==> config.mk <==
export PLATFORM = sky130hd
export DESIGN_NAME = wb_cmd_master
export DESIGN_NICKNAME = d
export VERILOG_FILES = /design/src/rtl/wb_cmd_master.sv
export SDC_FILE = /design/constraint.sdc
export NUM_CORES = 1
export LEC_CHECK = 0
export CAP_MARGIN = 20
export CORE_MARGIN = 2
export CORE_UTILIZATION = 49
export CTS_BUF_LIST = sky130_fd_sc_hd__clkbuf_2 sky130_fd_sc_hd__clkbuf_4 sky130_fd_sc_hd__clkbuf_8
export CTS_CLUSTER_DIAMETER = 120
export DETAILED_ROUTE_END_ITERATION = 8
export GPL_ROUTABILITY_DRIVEN = 1
export GPL_TIMING_DRIVEN = 0
export PLACE_DENSITY_LB_ADDON = 0.12
export SYNTH_ARGS = -nofsm -noshare
export SYNTH_HDL_FRONTEND = slang
export SYNTH_SLANG_ARGS = --single-unit
==> constraint.sdc <==
create_clock -name clk -period 2.8 [get_ports clk]
set_clock_uncertainty 0.15 [all_clocks]
set_input_delay 0.28 -clock clk [delete_from_list [all_inputs] [get_ports clk]]
set_output_delay 0.28 -clock clk [all_outputs]
set_load 0.1 [all_outputs]
==> src/rtl/wb_cmd_master.sv <==
// rtl/wb_cmd_master.sv - Wishbone B4 pipelined master behind the 34-bit command/response port
module wb_cmd_master #(
  parameter int AW      = 30,
  parameter int TIMEOUT = 255
) (
  input  logic          clk,
  input  logic          reset,
  input  logic          cmd_stb,
  input  logic [33:0]   cmd_word,
  output logic          cmd_busy,
  output logic          rsp_stb,
  output logic [33:0]   rsp_word,
  output logic          o_wb_cyc,
  output logic          o_wb_stb,
  output logic          o_wb_we,
  output logic [AW-1:0] o_wb_addr,
  output logic [31:0]   o_wb_data,
  output logic [3:0]    o_wb_sel,
  input  logic          i_wb_stall,
  input  logic          i_wb_ack,
  input  logic          i_wb_err,
  input  logic [31:0]   i_wb_data
);

  localparam int CW = $clog2(TIMEOUT + 1);

  localparam logic [1:0] OP_SET   = 2'b00;
  localparam logic [1:0] OP_WRITE = 2'b01;
  localparam logic [1:0] OP_READ  = 2'b10;
  localparam logic [1:0] OP_NOP   = 2'b11;

  localparam logic [1:0] RSP_WACK = 2'b00;
  localparam logic [1:0] RSP_RDAT = 2'b01;
  localparam logic [1:0] RSP_ERR  = 2'b10;
  localparam logic [1:0] RSP_SET  = 2'b11;

  typedef enum logic [1:0] {S_IDLE, S_STROBE, S_WAIT, S_RESP} state_t;

  state_t        state, state_d;
  logic [AW-1:0] addr;
  logic          inc;
  logic [CW-1:0] tmo_cnt;
  logic [1:0]    op;
  logic [31:0]   err_addr;
  logic          accept, sampled, bus_ok, bus_fail, timed_out;

  assign op       = cmd_word[33:32];
  assign err_addr = 32'({addr, 2'b00});

  assign o_wb_cyc  = (state == S_STROBE) || (state == S_WAIT);
  assign o_wb_stb  = (state == S_STROBE);
  assign o_wb_addr = addr;
  assign o_wb_sel  = 4'hF;
  assign cmd_busy  = (state != S_IDLE);
  assign rsp_stb   = (state == S_RESP);

  always_ff @(posedge clk or negedge reset) begin
    if (!reset) state <= S_IDLE;
    else        state <= state_d;
  end

  always_comb begin
    state_d   = state;
    accept    = 1'b0;
    sampled   = 1'b0;
    bus_ok    = 1'b0;
    bus_fail  = 1'b0;
    timed_out = 1'b0;
    case (state)
      S_IDLE: begin
        if (cmd_stb && op != OP_NOP) begin
          accept  = 1'b1;
          state_d = (op == OP_SET) ? S_RESP : S_STROBE;
        end
      end
      S_STROBE, S_WAIT: begin
        // ack/err only count once the strobe has been (or is being) accepted
        sampled = (state == S_WAIT) || !i_wb_stall;
        if (state == S_STROBE && !i_wb_stall) state_d = S_WAIT;
        if (sampled && i_wb_err) begin
          bus_fail = 1'b1;
          state_d  = S_RESP;
        end else if (sampled && i_wb_ack) begin
          bus_ok  = 1'b1;
          state_d = S_RESP;
        end else if (tmo_cnt == CW'(TIMEOUT - 1)) begin
          timed_out = 1'b1;
          state_d   = S_RESP;
        end
      end
      S_RESP:  state_d = S_IDLE;
      default: state_d = S_IDLE;
    endcase
  end

  always_ff @(posedge clk or negedge reset) begin
    if (!reset) begin
      addr      <= '0;
      inc       <= 1'b0;
      o_wb_we   <= 1'b0;
      o_wb_data <= '0;
      rsp_word  <= '0;
      tmo_cnt   <= '0;
    end else begin
      if (accept) begin
        if (op == OP_SET) begin
          addr     <= cmd_word[AW+1:2];
          inc      <= cmd_word[0];
          rsp_word <= {RSP_SET, cmd_word[31:0]};
        end else begin
          o_wb_we   <= (op == OP_WRITE);
          o_wb_data <= cmd_word[31:0];
          tmo_cnt   <= '0;
        end
      end
      if (o_wb_cyc) tmo_cnt <= tmo_cnt + CW'(1);
      if (bus_ok) begin
        rsp_word <= o_wb_we ? {RSP_WACK, 32'h0} : {RSP_RDAT, i_wb_data};
        if (inc) addr <= addr + AW'(1);
      end
      if (bus_fail || timed_out) rsp_word <= {RSP_ERR, err_addr};
    end
  end

endmodule
Word level (Yosys, flattened, before mapping)
Cells that the tools add are included.

Add/subtract/negate cells: 2. $mul: 0. Div/mod/pow operators: 0. Magnitude comparators: 0. Equal/unequal tests: 9. Shift operators: 0. Muxes and demuxes: 30. Bitwise gates (word level): 1. Reduce and logical (&&, ||, !) cells: 20.

Operator list (number): 34-bit two-way mux (4); 30-bit two-way mux (4); 33-bit two-way mux (1); 30-bit by 1-bit adder with 30-bit output, second input constant (1); 8-bit two-way mux (3); 2-bit two-way mux (6); 1-bit two-way mux (11); 2-bit AND reduction (5); 8-bit by 1-bit adder with 8-bit output, second input constant (1); 8-bit == test, second input constant (1); 2-bit inequality test, second input constant (3); 2-bit case mux with 3 select lines (1); 3-bit nonzero test (2); 5-bit inequality test, second input constant (1); 2-bit by 1-bit == test with 1-bit output, second input constant (2); 2-bit == test, second input constant (2); 1-bit logical AND (4); 2-bit zero test (2); 2-bit nonzero test (2); 1-bit logical OR (3); 2-bit OR reduction (1); 1-bit zero test (1); 1-bit NOT (1).

Register bits: 108. Bits in latches: 0. Memory bits (writable): 0. ROM bits: 0. Input bits: 72. Output and inout port bits: 105. Memories kept: 0.

Depth between registers and ports, before layout
Depth in word-level cells: 9. Mapped depth: 10. Depth with buffers taken out: 7.

Worst setup path after synthesis
OpenSTA, ideal clock, no wires.

Path kind: register to register. Start: register state[0]. End: register rsp_word[10]. Library setup time: 0.135 ns. Arrival: 2.841 ns. Setup slack: -0.325 ns. Cell stages (with the launch flop): 11. Path buffers: 4. Cells stage by stage: dfrtp_1 > inv_1 > ha_1 > buf_4 > inv_2 > or4_1 > buf_2 > buf_6 > buf_2 > a211oi_1 > o31ai_1.

Longest elaborated chain between the ends: 9. Elaborated cells between the ends (all ways): 22. Those cells by class: eq/ne: 2; mux: 11; reduce/logical: 9.

RTL lines: from (decl) (line 39) `state_t state, state_d;`; from (signal assigned) (line 59) `else state <= state_d;`; 2-bit == test; 1-bit logical OR (line 78) `sampled = (state == S_WAIT) || !i_wb_stall;`; 1-bit logical AND (line 83) `end else if (sampled && i_wb_ack) begin`; 1-bit two-way mux (line 83); 1-bit two-way mux (line 80) `if (sampled && i_wb_err) begin`; 1-bit two-way mux (line 69) `case (state)`; 1-bit logical OR (line 121) `if (bus_fail || timed_out) rsp_word <= {RSP_ERR, err_addr};`; 3-bit nonzero test (no line); 2-bit AND reduction (no line); to (signal assigned) (line 109) `rsp_word <= {RSP_SET, cmd_word[31:0]};`; to (signal assigned) (line 118) `rsp_word <= o_wb_we ? {RSP_WACK, 32'h0} : {RSP_RDAT, i_wb_data};`; to (signal assigned) (line 121); to (decl) (line 12) `output logic [33:0] rsp_word,`.

Parallel ways exist; a longest one is shown, timed or not. A chain may end at the register's enable or synchronous reset.

Final worst setup path
Start: register state[1]. End: register rsp_word[12].

The elaborated chain is that of the path after synthesis.

==> impl_metrics.ini <==
[placement]
place_congestion = 0.8515
place_area_sq_um = 7834
numPortBuffers = 171
placedCellCount = 927
dpl.hpwl_um = 13440

[synth]
synth_area_leaders = dfrtp_1, mux2_2, nand2_1
ys_ff_latch = 108
seq_area_frac_synth_pct = 45.89
yosysMostFrequentCell = dfrtp_1
synth_ff_type = dfrtp_1
synth_top_area_cell = dfrtp_1
yosys_warnings = 0
syn_area_per_cell_sq_um = 9.735
yosys.area.top_type_share_pct = 45.89
yosys-top-cells-count = dfrtp_1, nand2_1, nor2_1
syn_inst = 605
yosysUniqueCellTypes = 69
syn_area_sq_um = 5889
synth-edff-count = 0
synthArstFlopShare_pct = 100.0

[sta]
slew_headroom_pct = 29.82
fin_crit_ns = 2.723
hold_viol_final = 0
setup_tns_ns = 0
setup_viol = 0
tightest_slew_ns = 1.049
max_freq_mhz = 367.2
slew_viol_final = 0
period_share_pct = 97.26

[grt]
gr-usage-all-layers_pct = 28.46
grt_max_degree = 58
antenna_found_initial = 0
grt_pass1_wl_um = 28850
grt_pass1_vias = 5489
grt_overflow_total = 0

[cts]
numClockSinks = 108
clk_latency_ns = 0.39
path_clk_slew_ns = 0.10
numCtsBuffers = 9
root_buffer = clkbuf_8
clk_path_buf_depth = 2
tritoncts = done
htree_levels = 3

[detailed_routing]
wl_um = 18130
drtPass1Iterations = 5
vias = 5618
drc_errors = 0
ant_nets = 0
initialDrtViolationCount = 396
routedWlPerCell_um = 19.14
viasPerCell = 5.932

[setup_path]
cp-end-kind = flip-flop
critPathArrivalTime_ns = 2.84
worstPathMaxFanout = 10
setup.worst_path.class = reg -> reg
cp-start-kind = flip-flop
required_ns = 2.92

[floorplan]
io_pins = 177
die_w_um = 113.6
placementRows = 40
core_area_sq_um = 11860
die-area_sq_um = 12910
initial_core_util_pct = 49.65
die_y_um = 113.6

[final_layout]
finalNonFillerCells = 947
antenna_cells = 0
area_growth_pct = 37.58
layout-drive-gt1-share_pct = 14.63
fin_util_pct = 68.31
nets = 875
stdcell_area_sq_um = 8103

[outcome]
run_status = finished clean

[job]
cap_violations = 0

[min_path]
worst_hold_path_type = in -> reg
## critical path, cell delays in order (launching register included)
cell	delay, ns
dfrtp_1	0.40
inv_1	0.10
ha_4	0.28
buf_4	0.16
inv_2	0.09
or4_1	0.47
buf_2	0.18
buf_6	0.15
buf_2	0.20
a211oi_1	0.31
o31ai_1	0.11
## registers in the layout (all words and copies together) (netlist names)
register / flops
o_wb_addr: 30
tmo_cnt: 8
rsp_word: 34
o_wb_we: 1
inc: 1
state: 2
o_wb_data: 32
## cells in the final DEF, fill, tap and decap left out, types with 4 or more instances in the layout
master / n
clkdlybuf4s50_1: 169
dfrtp_1: 108
nand2_1: 70
nor2_1: 61
a211oi_1: 33
mux2_2: 33
o31ai_1: 32
o21ai_0: 28
a21oi_1: 20
clkbuf_1: 19
nor3b_1: 19
nand3_1: 16
clkbuf_8: 13
inv_1: 12
buf_2: 12
nor3b_2: 11
buf_4: 10
a31oi_1: 8
nor3_1: 8
nand4_1: 8
o22ai_1: 7
and3_1: 6
ha_1: 6
buf_6: 5
o221a_2: 4
conb_1: 4
## layout make-up
class	count	area, sq um
Fill cell	958	3759
Multi-Input combinational cell	442	2925
Sequential cell	108	2703
Timing Repair Buffer	177	1777
Buffer	44	251.5
Tap cell	147	183.9
Clock buffer	14	180.2
Inverter	14	52.55
Clock inverter	1	30.03
## kinds of logic after synthesis
group	count (synthesis)	share of synthesized area, %
AOI/OAI and AO/OA	163	19.16
buffers and inverters	58	5.141
muxes	34	6.480
xor gates and xnor gates	1	0.1487
DFF	108	45.89
other	1	0.06367
adders and majority gates	7	1.487
and+or+nand+nor	233	21.63
## worst paths after layout
check	start	endpoint	slack, ns	cells after the start
worst min register to register	rsp_word[7]$_DFFE_PN0P_	rsp_word[7]$_DFFE_PN0P_	0.33	2
worst max register to register	state[1]$_DFFE_PN0P_	rsp_word[12]$_DFFE_PN0P_	0.08	10
max in group asynchronous	reset	o_wb_data[6]$_DFFE_PN0P_	1.46	3
min in group asynchronous	reset	o_wb_data[15]$_DFFE_PN0P_	0.31	2
worst max-delay path	state[1]$_DFFE_PN0P_	rsp_word[12]$_DFFE_PN0P_	0.08	10
worst min-delay path	i_wb_ack	o_wb_addr[18]$_DFF_PN0_	0.29	5
## what timing repair did
action,CTS,global route
setup endpoints to repair,2,37
hold buffers,1,0
gates resized for setup,2,3
setup buffers,0,3
endpoints found under the hold margin,51,0
pin swaps,0,0
## metrics by stage
step                setup slack, ns  hold WS, ns
detailed placement          -0.2106       0.2171
finish                      0.07680       0.2866
CTS                        0.003265       0.2901
global route               -0.02217       0.3202
global placement             -2.957       0.3105
floorplan                   0.01445      -0.1656
## metal layers
metal,vias up,track usage [%],part of all wire [%]
li1,2610,-,-
met1,2745,36.51,41
met2,234,48.18,50
met3,29,5.048,6.9
met4,0,11.14,2.2
met5,-,0,0
Power is not shown: default switching activity piles up to over one toggle a cycle in this logic, so the estimate is an artifact.
